===== src/rtl/butterfly_arbiter.sv =====
// ---------------------------------------------------------------------------
// butterfly_arbiter
//
// Shares a single butterfly unit among NREQ requesters (FFT stage lanes)
// with round-robin arbitration. Only one transaction is in flight at a time:
// the winner's six operands are latched toward the butterfly, the butterfly
// handshakes are sequenced, the four results are captured and then returned
// to the winner on the shared response bus.
//
// Parameters
//   n     operand/result word width (fixed point)
//   d     fractional bits; carried for configuration only, no arithmetic here
//   NREQ  number of requesters, 2..16
//
// Ports
//   clk, reset                    clock (rising edge), async active-low reset
//   req_recv_val / req_recv_rdy   per-requester operand handshake (rdy one-hot)
//   req_ar..req_wc                packed operands, requester i at [i*n +: n]
//   req_send_val / req_send_rdy   per-requester result handshake (val one-hot)
//   rsp_cr, rsp_cc, rsp_dr, rsp_dc shared result bus, qualified by req_send_val
//   bf_recv_val / bf_recv_rdy     operand handshake toward the butterfly
//   bf_ar..bf_wc                  registered operands toward the butterfly
//   bf_send_val / bf_send_rdy     result handshake from the butterfly
//   bf_cr..bf_dc                  results from the butterfly
//
// Optional feature (macro BUTTERFLY_ARB_PERF_EN)
//   perf_ops   completed transactions, saturating at 32'hFFFF_FFFF
//   perf_busy  cycles spent outside IDLE, saturating at 32'hFFFF_FFFF
// ---------------------------------------------------------------------------
module butterfly_arbiter #(
    parameter int n    = 32,
    parameter int d    = 16,
    parameter int NREQ = 4
) (
    input  logic              clk,
    input  logic              reset,

    input  logic [NREQ-1:0]   req_recv_val,
    output logic [NREQ-1:0]   req_recv_rdy,
    input  logic [NREQ*n-1:0] req_ar,
    input  logic [NREQ*n-1:0] req_ac,
    input  logic [NREQ*n-1:0] req_br,
    input  logic [NREQ*n-1:0] req_bc,
    input  logic [NREQ*n-1:0] req_wr,
    input  logic [NREQ*n-1:0] req_wc,

    output logic [NREQ-1:0]   req_send_val,
    input  logic [NREQ-1:0]   req_send_rdy,
    output logic [n-1:0]      rsp_cr,
    output logic [n-1:0]      rsp_cc,
    output logic [n-1:0]      rsp_dr,
    output logic [n-1:0]      rsp_dc,

    output logic              bf_recv_val,
    input  logic              bf_recv_rdy,
    output logic [n-1:0]      bf_ar,
    output logic [n-1:0]      bf_ac,
    output logic [n-1:0]      bf_br,
    output logic [n-1:0]      bf_bc,
    output logic [n-1:0]      bf_wr,
    output logic [n-1:0]      bf_wc,

    input  logic              bf_send_val,
    output logic              bf_send_rdy,
    input  logic [n-1:0]      bf_cr,
    input  logic [n-1:0]      bf_cc,
    input  logic [n-1:0]      bf_dr,
    input  logic [n-1:0]      bf_dc
`ifdef BUTTERFLY_ARB_PERF_EN
    ,
    output logic [31:0]       perf_ops,
    output logic [31:0]       perf_busy
`endif
);

    localparam int IDW = $clog2(NREQ);

    // Catch unusable configurations at elaboration rather than in silicon.
    if (NREQ < 2 || NREQ > 16) begin : g_bad_nreq
        $error("butterfly_arbiter: NREQ must be in 2..16");
    end
    if (d < 0 || d >= n) begin : g_bad_frac
        $error("butterfly_arbiter: d must be in 0..n-1");
    end

    typedef enum logic [1:0] {
        S_IDLE,
        S_ISSUE,
        S_WAIT,
        S_RESP
    } state_t;

    state_t          state;
    logic [IDW-1:0]  ptr;
    logic [IDW-1:0]  gnt;
    logic [IDW-1:0]  winner;
    logic            any_req;
    logic            resp_done;

    // Requester index k positions after base, wrapping at NREQ (which need
    // not be a power of two, so a plain IDW-bit add would not wrap right).
    function automatic logic [IDW-1:0] rr_index(input logic [IDW-1:0] base,
                                                input int             k);
        int sum;
        sum = int'(base) + k;
        if (sum >= NREQ) begin
            sum = sum - NREQ;
        end
        return IDW'(sum);
    endfunction

    function automatic logic [IDW-1:0] next_ptr(input logic [IDW-1:0] g);
        if (int'(g) == NREQ - 1) begin
            return '0;
        end
        return g + 1'b1;
    endfunction

    // Round-robin pick: walk downward so the candidate closest to ptr is
    // the last one written and therefore wins.
    always_comb begin
        any_req = |req_recv_val;
        winner  = '0;
        for (int k = NREQ - 1; k >= 0; k--) begin
            if (req_recv_val[rr_index(ptr, k)]) begin
                winner = rr_index(ptr, k);
            end
        end
    end

    // Accept is combinational so a requester is taken in the same IDLE cycle
    // it presents val; gated by reset so every output reads 0 during reset.
    always_comb begin
        req_recv_rdy = '0;
        if (reset && state == S_IDLE && any_req) begin
            req_recv_rdy[winner] = 1'b1;
        end
    end

    always_comb begin
        req_send_val = '0;
        if (state == S_RESP) begin
            req_send_val[gnt] = 1'b1;
        end
    end

    assign bf_recv_val = (state == S_ISSUE);
    // Only acknowledge the butterfly in the cycle its result is captured.
    assign bf_send_rdy = (state == S_WAIT) && bf_send_val;
    assign resp_done   = (state == S_RESP) && req_send_rdy[gnt];

    always_ff @(posedge clk or negedge reset) begin
        if (!reset) begin
            state  <= S_IDLE;
            ptr    <= '0;
            gnt    <= '0;
            bf_ar  <= '0;
            bf_ac  <= '0;
            bf_br  <= '0;
            bf_bc  <= '0;
            bf_wr  <= '0;
            bf_wc  <= '0;
            rsp_cr <= '0;
            rsp_cc <= '0;
            rsp_dr <= '0;
            rsp_dc <= '0;
        end else begin
            case (state)
                // ---- grant: latch winner operands toward the butterfly ----
                S_IDLE: begin
                    if (any_req) begin
                        bf_ar <= req_ar[int'(winner)*n +: n];
                        bf_ac <= req_ac[int'(winner)*n +: n];
                        bf_br <= req_br[int'(winner)*n +: n];
                        bf_bc <= req_bc[int'(winner)*n +: n];
                        bf_wr <= req_wr[int'(winner)*n +: n];
                        bf_wc <= req_wc[int'(winner)*n +: n];
                        gnt   <= winner;
                        state <= S_ISSUE;
                    end
                end
                // ---- issue: hold operands until the butterfly accepts ----
                S_ISSUE: begin
                    if (bf_recv_rdy) begin
                        state <= S_WAIT;
                    end
                end
                // ---- wait: capture the butterfly result ----
                S_WAIT: begin
                    if (bf_send_val) begin
                        rsp_cr <= bf_cr;
                        rsp_cc <= bf_cc;
                        rsp_dr <= bf_dr;
                        rsp_dc <= bf_dc;
                        state  <= S_RESP;
                    end
                end
                // ---- respond: hold result until the winner takes it ----
                S_RESP: begin
                    if (req_send_rdy[gnt]) begin
                        ptr   <= next_ptr(gnt);
                        state <= S_IDLE;
                    end
                end
                default: state <= S_IDLE;
            endcase
        end
    end

`ifdef BUTTERFLY_ARB_PERF_EN
    function automatic logic [31:0] sat_inc(input logic [31:0] v);
        return (v == 32'hFFFF_FFFF) ? v : v + 32'd1;
    endfunction

    always_ff @(posedge clk or negedge reset) begin
        if (!reset) begin
            perf_ops  <= '0;
            perf_busy <= '0;
        end else begin
            if (resp_done) begin
                perf_ops <= sat_inc(perf_ops);
            end
            if (state != S_IDLE) begin
                perf_busy <= sat_inc(perf_busy);
            end
        end
    end
`endif

endmodule

===== config.mk =====
export PLATFORM = sky130hd
export DESIGN_NAME = butterfly_arbiter
export DESIGN_NICKNAME = d
export VERILOG_FILES = /design/src/rtl/butterfly_arbiter.sv
export SDC_FILE = /design/constraint.sdc
export NUM_CORES = 1
export LEC_CHECK = 0
export ABC_CLOCK_PERIOD_IN_PS = 1800
export CAP_MARGIN = 40
export CORE_AREA = 2 2 488 490
export CTS_BUF_LIST = sky130_fd_sc_hd__clkbuf_4
export DETAILED_ROUTE_END_ITERATION = 16
export DIE_AREA = 0 0 490 492
export DONT_BUFFER_PORTS = 1
export GPL_TIMING_DRIVEN = 0
export SETUP_SLACK_MARGIN = 0.5
export SLEW_MARGIN = 20
export SYNTH_ARGS = -nofsm -noshare
export SYNTH_HDL_FRONTEND = slang
export SYNTH_SLANG_ARGS = --single-unit

===== constraint.sdc =====
create_clock -name clk -period 1.8 [get_ports clk]
set_input_delay 0.09 -clock clk [delete_from_list [all_inputs] [get_ports clk]]
set_output_delay 0.09 -clock clk [all_outputs]
set_load 0.01 [all_outputs]

==> out/results.tsv, run 1 <==
stage	metric	value	unit
placed_design	pre_cts_ws	-1.532	ns
clock_network	h-tree-depth	3	
status	outcome	stopped before the end	
floorplanning	die_w	490	µm
synthesis	ys_seq_elements	326	
placed_design	dpl.cell_count	5068	
clock_network	cts_resized	311	
synthesis	ys_warn_count	0	
synthesis	async_flop_share	100.0	%
clock_network	post-cts-setup-buffer-count	47	
synthesis	synth_cell_types	37	
floorplanning	rows	179	
synthesis	synth_area	0.01824	mm²
synthesis	yosysSeqAreaShare	44.73	%
synthesis	synth-main-ff-cell	dfrtp_1	
synthesis	synthCells	1877	
status	stop_error	[ERROR RSZ-0060] Max buffer count reached.	
clock_network	ctsRootBufferMaster	clkbuf_4	
synthesis	syn_nets	2793	
synthesis	synth_edf_count	0	
placed_design	port-buffer-count	0	
clock_network	clock_sinks	326	
floorplanning	initial_core_util	7.718	%
synthesis	syn_avg_cell_area	9.716	µm²
clock_network	cts_inserted_buffers	95	
floorplanning	die_h	492	µm
floorplanning	io_pins	1238	
placed_design	dp_hpwl	165500	µm
status	stop_stage	clock tree synthesis	
clock_network	ctsHoldBuffers	1057	
clock_network	clock_path_buffers	3	
placed_design	place_congestion	1.254	
-- synth_stat cells (5+ instances only) --
cell      number  area share, %
o211ai_1      94            3.9
nor2_1       101            2.1
mux2i_1       94            5.2
nand3_1      192            5.3
mux2_2       130            8.0
buf_4          6           0.25
clkbuf_1      90            1.9
a21o_1       100            4.1
a211o_1       94            4.5
o21ai_0      195            5.4
inv_1          9           0.19
a21oi_1      102            2.8
buf_2        108            3.0
nand2_1       98            2.0
a221oi_1      98            4.7
ha_1           8           0.55
and2_1         5           0.17
dfrtp_1      326             45
-- cell families after synthesis --
kind of cell / after synthesis / synth area share (%)
compound gates: 691 / 25.87
fa+ha+maj: 8 / 0.5489
buf+inv: 217 / 5.461
flops: 326 / 44.73
mux: 226 / 13.39
simple gates: 409 / 9.997
-- through the flow --
step	hold slack [ns]	instance area, µm²	util, %
2_1_floorplan	-0.2056	19040	-
3_3_place_gp	-0.1887	23010	9.737
3_5_place_dp	-0.1896	23250	9.838
==> run 2: changes to the inputs <==
--- a/config.mk
+++ b/config.mk
@@ -5,15 +5,14 @@
 export SDC_FILE = /design/constraint.sdc
 export NUM_CORES = 1
 export LEC_CHECK = 0
-export ABC_CLOCK_PERIOD_IN_PS = 1800
+export ABC_CLOCK_PERIOD_IN_PS = 2340
 export CAP_MARGIN = 40
 export CORE_AREA = 2 2 488 490
-export CTS_BUF_LIST = sky130_fd_sc_hd__clkbuf_4
 export DETAILED_ROUTE_END_ITERATION = 16
 export DIE_AREA = 0 0 490 492
 export DONT_BUFFER_PORTS = 1
 export GPL_TIMING_DRIVEN = 0
-export SETUP_SLACK_MARGIN = 0.5
+export PLACE_DENSITY_LB_ADDON = 0.15
 export SLEW_MARGIN = 20
 export SYNTH_ARGS = -nofsm -noshare
 export SYNTH_HDL_FRONTEND = slang
==> constraint.sdc (replaced) <==
create_clock -name clk -period 2.34 [get_ports clk]
set_input_delay 0.117 -clock clk [delete_from_list [all_inputs] [get_ports clk]]
set_output_delay 0.117 -clock clk [all_outputs]
set_load 0.01 [all_outputs]
==> run 2 against run 1 <==
Compared with the run above: the flow now finishes, with violations (negative hold slack, negative setup slack); area after synthesis unchanged; synthesized cell count unchanged.
==> out/results.tsv, run 2 <==
stage	metric	value	unit	change
synthesis	synth_area	0.01824	mm²	unchanged
floorplanning	core_area	0.2363	mm²	
cells_and_area	layout_common_cells	dlygate4sd3_1, dfrtp_1, o21ai_0		
sta	post-route-period-util	105.0	%	
sta	slew_headroom	43.92	%	
sta	hold_viol_final	136		
synthesis	ys_seq_elements	326		unchanged
worst_setup_path	crit_fanout	8		
synthesis	synth.top_cell.area_share	44.73	%	unchanged
synthesis	syn_avg_cell_area	9.716	µm²	unchanged
route	drtPass1Iterations	5		
worst_setup_path	cp.arrival	2.34	ns	
floorplanning	die_h	492	µm	unchanged
synthesis	yosys.cell_count.top_type	dfrtp_1		unchanged
clock_network	clk_pin_slew	0.06	ns	
route	via_per_inst	3.467		
clock_network	clock_path_buffers	3		unchanged
worst_setup_path	slowest_stage	dfrtp_2		
floorplanning	initial_core_util	7.718	%	unchanged
cells_and_area	seqCellArea	0.008162	mm²	
sta	maxSlewViolCount	0		
status	outcome	finished, violations left		was stopped before the end
global_route	overflow	0		
clock_network	ctsRootBufferMaster	clkbuf_16		was clkbuf_4
placed_design	port-buffer-count	0		unchanged
floorplanning	die-area	0.2411	mm²	
power_and_ir_drop	leakage	0.01309	µW	
synthesis	synth_area_leaders	dfrtp_1, mux2_2, o21ai_0		unchanged
synthesis	syn_nets	2793		unchanged
status	violations	negative hold slack, negative setup slack		
clock_network	ctsHoldBuffers	904		was 1057
floorplanning	io_pins	1238		unchanged
route	initialDrtViolationCount	1271		
global_route	antenna_found_initial	121		
synthesis	synth-main-ff-cell	dfrtp_1		unchanged
synthesis	yosysTopAreaCell	dfrtp_1		unchanged
clock_network	insertion_delay	0.67	ns	
route	wirelength	174200	µm	
floorplanning	die_w	490	µm	unchanged
worst_setup_path	crit_path_frequent_cell	buf_12		
worst_setup_path	end_kind	output pin		
synthesis	synth_edf_count	0		unchanged
global_route	grt_max_degree	328		
worst_setup_path	critPathRequiredTime	2.22	ns	
clock_network	h-tree-depth	2		was 3
synthesis	synthTopCellsByCount	dfrtp_1, o21ai_0, nand3_1		unchanged
worst_setup_path	critPathTopFamily	simple AND/OR/NAND/NOR gates		
sta	setup-violations-final	4		
worst_setup_path	path_cells	nand2b_4 > nor2_1 > o32a_1 > buf_6 > buf_12 > buf_12 > nor3b_4		
clock_network	cts_inserted_buffers	50		was 95
worst_setup_path	critPathKind	reg -> out		
power_and_ir_drop	finalPower	39740	µW	
job	max-cap-violations	0		
synthesis	synthCells	1877		unchanged
synthesis	yosysSeqAreaShare	44.73	%	unchanged
cells_and_area	drive_above_1_share	17.46	%	
route	dr_total_vias	21280		
power_and_ir_drop	peakVddDrop	0.5123	mV	
sta	skew	0.02129	ns	
floorplanning	rows	179		unchanged
sta	min_period	2.457	ns	
global_route	grt_pass1_wl	225200	µm	
sta	max_slew.worst_pin.slew	0.8411	ns	
worst_setup_path	path_buf_inv	3		
worst_setup_path	start_kind	register		
route	ant_nets	0		
sta	whs	-0.8466	ns	
cells_and_area	multi_input_area	0.009607	mm²	
route	wire_per_inst	28.39	µm	
global_route	grt.total_usage	13.82	%	
sta	fin_ws	-0.1165	ns	
sta	max_freq	0.4071	GHz	
clock_network	clock_sinks	326		unchanged
synthesis	synth_cell_types	37		unchanged
worst_setup_path	slowest_delay	0.46	ns	
clock_network	cts_tree	yes		
route	drc	0		
placed_design	dp_hpwl	141900	µm	was 165500 µm
power_and_ir_drop	p_per_area	1146	mW/mm²	
cells_and_area	fin_nets	3786		
hold_path	hold_class	in -> async		
synthesis	ys_warn_count	0		unchanged
synthesis	async_flop_share	100.0	%	unchanged
cells_and_area	syn2layout_area_growth	90.09	%	
placed_design	place_congestion	0.9670		was 1.254
cells_and_area	mostFrequentLayoutCell	dlygate4sd3_1		
cells_and_area	nFillCells	26710		
sta	tns	-0.3259	ns	
sta	grt_setup_unrepaired	true		
global_route	grt_pass1_vias	22710		
run 2: layer usage:
layer / share of wire [%] / track usage, %
met2: 46 / 22.47
met1: 39 / 16.04
met4: 4.7 / 5.962
met5: 0.24 / 0
met3: 10 / 5.386
run 2: final cells by class:
type                       instances  share of cell area, %
timing repair buffer             945                  27.60
tap                             3167                  11.43
antenna                           61                 0.4404
clock inverter                    19                 0.6641
inverter                           9                0.09746
buffer                           204                  4.371
sequential                       326                  23.54
multi-input combinational       1334                  27.71
clock buffer                      72                  4.140
run 2: report_power, final:
| group | switching, µW | internal (µW) | total [µW] | leakage (µW) |
|---|---|---|---|---|
| Clock | 3440 | 4690 | 8120 | 0.000816 |
| Combinational | 10600 | 7200 | 17800 | 0.00841 |
| Sequential | 5310 | 8510 | 13800 | 0.00387 |
run 2: worst paths after layout:
check	slack (ns)	cells after the start	start	endpoint
worst max-delay path	-0.12	7	ptr[1]	req_recv_rdy[0]
worst min-delay path	-0.85	0	reset	rsp_dr[23]
worst max register to register	-0.10	7	ptr[1]	bf_wr[9]
worst min register to register	0.58	2	bf_wr[26]	bf_wr[26]
max in group asynchronous	1.17	3	reset	bf_bc[8]
min in group clk	0.14	2	bf_cc[15]	rsp_cc[15]
run 2: kinds of logic after synthesis:
logic type | Yosys count | share of synthesized area [%]
AO/OA/AOI/OAI | 691 | 25.87
AND/OR/NAND/NOR | 409 | 9.997
flip-flops | 326 | 44.73
multiplexers | 226 | 13.39
buffers and inverters | 217 | 5.461
adder cells (fa/ha/maj) | 8 | 0.5489
run 2: worst reg2reg max path, cell delays in order, from the launching register on:
cell and delay, ns:
dfrtp_2 0.46, nand2b_1 0.22, a21o_4 0.22, buf_2 0.43, buf_2 0.40, nand3_1 0.29
a21o_1 0.24, a21oi_1 0.11
run 2: stage by stage:
step,instance area [µm²],setup WS [ns],util (%),instances
2_1_floorplan,18240,0.4518,-,1877
3_3_place_gp,22200,-1.896,9.395,5044
4_1_cts,33970,-0.2700,14.38,6065
6_report,34660,-0.1165,14.67,6137
5_1_grt,34590,-0.2243,14.64,6108
3_5_place_dp,22340,-0.9398,9.453,5052
run 2: repair_timing:
action	4_1_cts	5_1_grt
resized for setup	200	134
cloned	1	1
hold endpoints to repair	649	121
buffers inserted	19	10
endpoints found under the setup margin	318	179
pin swaps	7	6
No activity file was read; power rests on OpenSTA's default activity.
==> run 3: changes to the inputs <==
--- a/config.mk
+++ b/config.mk
@@ -5,11 +5,11 @@
 export SDC_FILE = /design/constraint.sdc
 export NUM_CORES = 1
 export LEC_CHECK = 0
-export ABC_CLOCK_PERIOD_IN_PS = 2340
+export ABC_CLOCK_PERIOD_IN_PS = 2100
 export CAP_MARGIN = 40
-export CORE_AREA = 2 2 488 490
+export CORE_AREA = 2 2 481 483
 export DETAILED_ROUTE_END_ITERATION = 16
-export DIE_AREA = 0 0 490 492
+export DIE_AREA = 0 0 483 485
 export DONT_BUFFER_PORTS = 1
 export GPL_TIMING_DRIVEN = 0
 export PLACE_DENSITY_LB_ADDON = 0.15
==> constraint.sdc (replaced) <==
create_clock -name clk -period 2.1 [get_ports clk]
set_input_delay 0.105 -clock clk [delete_from_list [all_inputs] [get_ports clk]]
set_output_delay 0.105 -clock clk [all_outputs]
set_load 0.01 [all_outputs]
==> run 3 against run 2 <==
Compared with the run above: the run still ends with negative hold slack, negative setup slack left; power rose by 29%; wire length grew 5.8%; sequential cell count unchanged; clock-buffer cell count up 6; non-clock buffer count increased by 92; die area decreased by 2.8%.
==> out/results.tsv, run 3 (synthesis results as in run 2) <==
stage	metric	value	unit	change
status	outcome	finished, violations left		unchanged
status	violations	negative hold slack, negative setup slack		unchanged
cells_and_area	fin_area	0.03859	mm²	was 0.03466 mm²
cells_and_area	layout_common_cells	dlygate4sd3_1, dfrtp_1, mux2_2		was dlygate4sd3_1, dfrtp_1, o21ai_0
sta	maxSlewViolCount	0		unchanged
worst_setup_path	start_kind	register		unchanged
floorplanning	initial_core_util	7.963	%	was 7.718%
sta	post-route-period-util	120.2	%	
clock_network	ctsRootBufferMaster	clkbuf_16		unchanged
worst_setup_path	ff2ff_path_depth	11		was 7
floorplanning	die_h	485	µm	was 492 µm
cells_and_area	nFillCells	25370		was 26710
global_route	grt_pass1_wl	231800	µm	was 225200 µm
route	wirelength	184300	µm	was 174200 µm
global_route	overflow	0		unchanged
cells_and_area	stdcell_count	6090		was 6137
route	wire_per_inst	30.26	µm	was 28.39 µm
power_and_ir_drop	peakVddDrop	0.5707	mV	was 0.5123 mV
cells_and_area	mostFrequentLayoutCell	dlygate4sd3_1		unchanged
worst_setup_path	critPathRequiredTime	2.00	ns	was 2.22 ns
sta	whs	-0.8824	ns	was -0.8466 ns
route	dr_total_vias	22060		was 21280
placed_design	place_congestion	0.9827		was 0.9670
placed_design	dpl.cell_count	4913		was 5052
placed_design	place_area	0.02212	mm²	was 0.02234 mm²
sta	max_slew.worst_pin.slew	1.057	ns	was 0.8411 ns
clock_network	clock_path_buffers	3		unchanged
worst_setup_path	rr_endpoint	bf_ac[10]		was bf_wr[9]
sta	skew	0.03954	ns	was 0.02129 ns
sta	fin_ws	-0.4238	ns	was -0.1165 ns
power_and_ir_drop	leakage	0.01459	µW	was 0.01309 µW
sta	min_period	2.524	ns	
hold_path	hold_class	in -> async		unchanged
route	via_per_inst	3.623		was 3.467
worst_setup_path	rrSetupSlack	-0.32	ns	was -0.10 ns
route	initialDrtViolationCount	1153		was 1271
clock_network	clk_pin_slew	0.06	ns	about the same
clock_network	clock_sinks	326		unchanged
placed_design	dp_hpwl	144100	µm	was 141900 µm
route	ant_nets	0		unchanged
sta	grt_setup_unrepaired	true		unchanged
floorplanning	die_w	483	µm	was 490 µm
worst_setup_path	cp.arrival	2.42	ns	was 2.34 ns
sta	slew_headroom	29.53	%	was 43.92%
floorplanning	die-area	0.2343	mm²	was 0.2411 mm²
cells_and_area	multi_input_area	0.01146	mm²	was 0.009607 mm²
worst_setup_path	reg2reg_from	ptr[0]		was ptr[1]
worst_setup_path	end_kind	output pin		unchanged
worst_setup_path	critPathKind	reg -> out		unchanged
cells_and_area	fin_nets	3879		was 3786
global_route	grt_pass1_vias	23530		was 22710
sta	setup-violations-final	188		was 4
clock_network	cts_tree	yes		unchanged
global_route	grt_max_degree	328		unchanged
floorplanning	io_pins	1238		unchanged
clock_network	h-tree-depth	2		unchanged
floorplanning	rows	176		was 179
sta	max_freq	0.3962	GHz	
cells_and_area	syn2layout_area_growth	111.6	%	was 90.09%
worst_setup_path	crit_fanout	7		was 8
global_route	grt.total_usage	14.66	%	was 13.82%
placed_design	port-buffer-count	0		unchanged
route	drc	0		unchanged
clock_network	ctsHoldBuffers	903		was 904
clock_network	cts_inserted_buffers	51		was 50
global_route	antenna_found_initial	123		was 121
sta	hold_viol_final	326		was 136
cells_and_area	seqCellArea	0.008162	mm²	unchanged
cells_and_area	drive_above_1_share	29.72	%	was 17.46%
power_and_ir_drop	p_per_area	1325	mW/mm²	was 1146 mW/mm²
floorplanning	core_area	0.2290	mm²	was 0.2363 mm²
job	max-cap-violations	0		unchanged
clock_network	insertion_delay	0.67	ns	about the same
route	drtPass1Iterations	5		unchanged
## run 3: cell type report
| cell class | count | share of cell area, % |
|---|---|---|
| Clock inverter | 17 | 0.7944 |
| Buffer | 195 | 5.298 |
| Multi-Input combinational cell | 1334 | 29.70 |
| Timing Repair Buffer | 1046 | 28.88 |
| Sequential cell | 326 | 21.15 |
| Tap cell | 3026 | 9.812 |
| Clock buffer | 78 | 3.885 |
| Antenna cell | 59 | 0.3826 |
| Inverter | 9 | 0.08755 |
## run 3: routing by layer
layer	track usage, %	share of wire [%]
met1	16.91	40
met3	4.881	8.2
met2	24.08	46
met4	7.565	6.0
met5	0	0.20
## run 3: worst max path at each step
stage,startpoint,end,cells after the start
after floorplan,state[0],rsp_dr[0],6
after CTS,ptr[1],req_recv_rdy[0],7
final,ptr[1],req_recv_rdy[0],7
after detailed placement,state[0],rsp_cc[21],6
after global routing,ptr[0],req_recv_rdy[0],7
after global placement,ptr[1],bf_wc[10],7
## run 3: critical path: stages, from the launching register on
cell and delay, ns:
dfrtp_2 0.45, nand2b_4 0.17, nor2_2 0.03, o32a_1 0.36, buf_6 0.15, buf_12 0.14, buf_12 0.14, nor3b_4 0.30
## run 3: metrics by stage
step / util [%] / worst slack, ns / hold WS (ns) / power [µW] / TNS [ns]
after floorplan: - / 0.2118 / -0.1906 / 22520 / 0
after global placement: 9.616 / -1.341 / -0.1812 / 32190 / -260.00
after detailed placement: 9.656 / -1.112 / -0.1833 / 32110 / -248.49
after CTS: 15.62 / -0.5154 / -0.9756 / 48080 / -32.73
after global routing: 16.82 / -0.5159 / -0.9671 / 54070 / -42.78
final: 16.85 / -0.4238 / -0.8824 / 51140 / -31.04
## run 3: repair_timing
action / in CTS / in global routing
setup buffers: 50 / 62
gates cloned: 11 / 20
pin swaps: 116 / 179
endpoints found under the hold margin: 650 / 326
resized for setup: 514 / 521
endpoints found under the setup margin: 327 / 223
## run 3: report_power, final
part	internal (µW)	switching [µW]
Combinational	12000	14000
Clock	5770	3780
Sequential	9480	6050
==> run 4: changes to the inputs <==
--- a/config.mk
+++ b/config.mk
@@ -13,6 +13,7 @@
 export DONT_BUFFER_PORTS = 1
 export GPL_TIMING_DRIVEN = 0
 export PLACE_DENSITY_LB_ADDON = 0.15
+export SETUP_SLACK_MARGIN = 0.2
 export SLEW_MARGIN = 20
 export SYNTH_ARGS = -nofsm -noshare
 export SYNTH_HDL_FRONTEND = slang
==> run 4 against run 3 <==
Compared with the run above: the flow still finishes with violations (negative hold slack, negative setup slack); sequential power is essentially flat; die area is the same; core utilization shrank 0.20 points; clock-buffer cell count is the same; via count grew 0.35%; final cell count is essentially flat; sequential cell count is the same; global-route usage is essentially flat; non-clock buffer count grew 5; largest power group unchanged; cell area shrank 1.2%; critical path type unchanged; clock power is essentially flat.
==> out/results.tsv, run 4 (synthesis results as in run 2) <==
stage	metric	value	unit	change
cells_and_area	drive_above_1_share	26.58	%	was 29.72%
route	drc	0		unchanged
clock_network	clk_pin_slew	0.06	ns	about the same
power_and_ir_drop	power.internal	27150	µW	was 27270 µW
clock_network	cts_tree	yes		unchanged
worst_setup_path	reg2reg_from	ptr[0]		unchanged
placed_design	dp_hpwl	144100	µm	unchanged
clock_network	clock_sinks	326		unchanged
sta	setup-violations-final	199		was 188
global_route	grt.total_usage	14.64	%	was 14.66%
sta	maxSlewViolCount	0		unchanged
cells_and_area	fin_nets	3884		was 3879
route	drtPass1Iterations	7		was 5
worst_setup_path	end_kind	output pin		unchanged
global_route	grt_pass1_vias	23380		was 23530
global_route	overflow	0		unchanged
clock_network	cts_inserted_buffers	51		unchanged
sta	slew_headroom	27.77	%	was 29.53%
global_route	grt_pass1_wl	231100	µm	was 231800 µm
power_and_ir_drop	seqPwrFrac	30.8	%	was 30.4%
hold_path	hold_class	in -> async		unchanged
cells_and_area	syn2layout_area_growth	109.0	%	was 111.6%
power_and_ir_drop	peakVddDrop	0.5678	mV	was 0.5707 mV
placed_design	place_area	0.02212	mm²	unchanged
power_and_ir_drop	p_per_area	1328	mW/mm²	was 1325 mW/mm²
floorplanning	die_w	483	µm	unchanged
clock_network	ctsRootBufferMaster	clkbuf_16		unchanged
floorplanning	core_area	0.2290	mm²	unchanged
route	initialDrtViolationCount	1198		was 1153
clock_network	h-tree-depth	2		unchanged
sta	max_freq	0.3994	GHz	was 0.3962 GHz
power_and_ir_drop	leakage	0.01461	µW	was 0.01459 µW
global_route	use_met1	16.84	%	was 16.91%
cells_and_area	fin_area	0.03812	mm²	was 0.03859 mm²
sta	grt_setup_unrepaired	true		unchanged
floorplanning	die-area	0.2343	mm²	unchanged
sta	whs	-0.8810	ns	was -0.8824 ns
power_and_ir_drop	switching_power	23460	µW	was 23860 µW
global_route	antenna_found_initial	122		was 123
worst_setup_path	critPathRequiredTime	2.00	ns	about the same
sta	min_period	2.504	ns	was 2.524 ns
placed_design	port-buffer-count	0		unchanged
global_route	use_met3	5.112	%	was 4.881%
floorplanning	io_pins	1238		unchanged
placed_design	place_congestion	0.9827		unchanged
cells_and_area	layout_common_cells	dlygate4sd3_1, dfrtp_1, o21ai_0		was dlygate4sd3_1, dfrtp_1, mux2_2
clock_network	ctsHoldBuffers	902		was 903
route	wirelength	184900	µm	was 184300 µm
job	max-cap-violations	0		unchanged
route	ant_nets	0		unchanged
worst_setup_path	ff2ff_path_depth	12		was 11
power_and_ir_drop	swShare	46.36	%	was 46.67%
floorplanning	die_h	485	µm	unchanged
global_route	grt_max_degree	328		unchanged
route	via_per_inst	3.633		was 3.623
power_and_ir_drop	pwr-share-comb	50.3	%	was 51.0%
global_route	grt_most_used_layer	met2		unchanged
worst_setup_path	cp.arrival	2.40	ns	was 2.42 ns
worst_setup_path	start_kind	register		unchanged
cells_and_area	nFillCells	25490		was 25370
placed_design	dpl.cell_count	4913		unchanged
sta	skew	0.03722	ns	was 0.03954 ns
floorplanning	initial_core_util	7.963	%	unchanged
floorplanning	rows	176		unchanged
cells_and_area	stdcell_count	6094		was 6090
status	violations	negative hold slack, negative setup slack		unchanged
worst_setup_path	rrSetupSlack	-0.40	ns	was -0.32 ns
route	wire_per_inst	30.34	µm	was 30.26 µm
sta	hold_viol_final	326		unchanged
route	dr_total_vias	22140		was 22060
clock_network	insertion_delay	0.67	ns	about the same
status	outcome	finished, violations left		unchanged
cells_and_area	mostFrequentLayoutCell	dlygate4sd3_1		unchanged
worst_setup_path	rr_endpoint	bf_ar[29]		was bf_ac[10]
global_route	grtUsageMet2	23.92	%	was 24.08%
clock_network	clock_path_buffers	3		unchanged
sta	fin_ws	-0.4039	ns	was -0.4238 ns
sta	post-route-period-util	119.2	%	was 120.2%
worst_setup_path	critPathKind	reg -> out		unchanged
sta	max_slew.worst_pin.slew	1.083	ns	was 1.057 ns
power_and_ir_drop	clkPwrFrac	18.9	%	was 18.7%
worst_setup_path	crit_fanout	7		unchanged
## run 4: changes by cell type in the layout (fill, tap and decap cells not counted), moves of 13 or more
| cell | change |
|---|---|
| mux2_2 | -82 |
| mux2_4 | +82 |
| o21ai_0 | +69 |
| o21ai_2 | -38 |
| a221oi_1 | +37 |
| o21ai_1 | -26 |
| a221oi_4 | -20 |
| clkbuf_1 | +18 |
| a221oi_2 | -17 |
| clkbuf_4 | -17 |
| buf_2 | +15 |
| clkbuf_16 | +13 |
## run 4: layout make-up
type                            instances  area, µm²  share of cell area, %
Tap cell                             3026       3786                  9.933
Clock inverter                         17      306.5                 0.8042
Clock buffer                           78       1499                  3.932
Timing Repair Buffer                 1040      11120                  29.18
Antenna cell                           58      145.1                 0.3808
Inverter                                9      33.78                0.08863
Sequential cell                       326       8163                  21.41
Buffer                                206       2047                  5.370
Multi-Input combinational cell       1334      11010                  28.89
## run 4: worst max-delay path: stages (launching register included)
cell and delay, ns:
dfrtp_2 0.44, nand2b_4 0.16, nor2_2 0.03, o32a_1 0.38, buf_6 0.14, buf_12 0.13, buf_12 0.14, nor3b_4 0.30
## run 4: layer usage
layer / vias to the layer above / part of all wire, %
li1: 9323 / -
met1: 10930 / 40
met2: 1377 / 45
met3: 460 / 8.5
met4: 52 / 6.2
met5: - / 0.19
## run 4: worst max-delay path by stage
stage                      end      from  depth (start not counted)  slack [ns]
2_1_floorplan        rsp_dr[0]  state[0]                          6        0.21
3_3_place_gp         bf_wc[10]    ptr[1]                          7       -1.34
3_5_place_dp        rsp_cc[21]  state[0]                          6       -1.11
4_1_cts        req_recv_rdy[0]    ptr[1]                          7       -0.51
5_1_grt        req_recv_rdy[0]    ptr[1]                          7       -0.49
6_report       req_recv_rdy[0]    ptr[1]                          7       -0.40
## run 4: stage by stage
stage	setup WS, ns	utilization [%]	total power [µW]	hold slack [ns]	TNS [ns]
4_1_cts	-0.5097	15.35	47030	-0.9756	-35.94
5_1_grt	-0.4856	16.62	53430	-0.9672	-62.93
6_report	-0.4039	16.64	50610	-0.8810	-47.27
3_3_place_gp	-1.341	9.616	32190	-0.1812	-260.00
3_5_place_dp	-1.112	9.656	32110	-0.1833	-248.49
2_1_floorplan	0.2118	-	22520	-0.1906	0
## run 4: power by group through the flow
stage,Sequential (µW),Combinational [µW],Clock [µW]
after floorplan,12600,9920,0
after global placement,16000,16200,0
after detailed placement,15800,16300,0
after CTS,15800,21200,10000
after global routing,16000,27200,10200
final,15600,25500,9560
## run 4: repair_timing
action,CTS,global route
buffers inserted,47,48
gates resized for setup,397,428
hold endpoints to repair,650,326
pin swaps,19,178
gates cloned,7,26
endpoints found under the setup margin,328,306
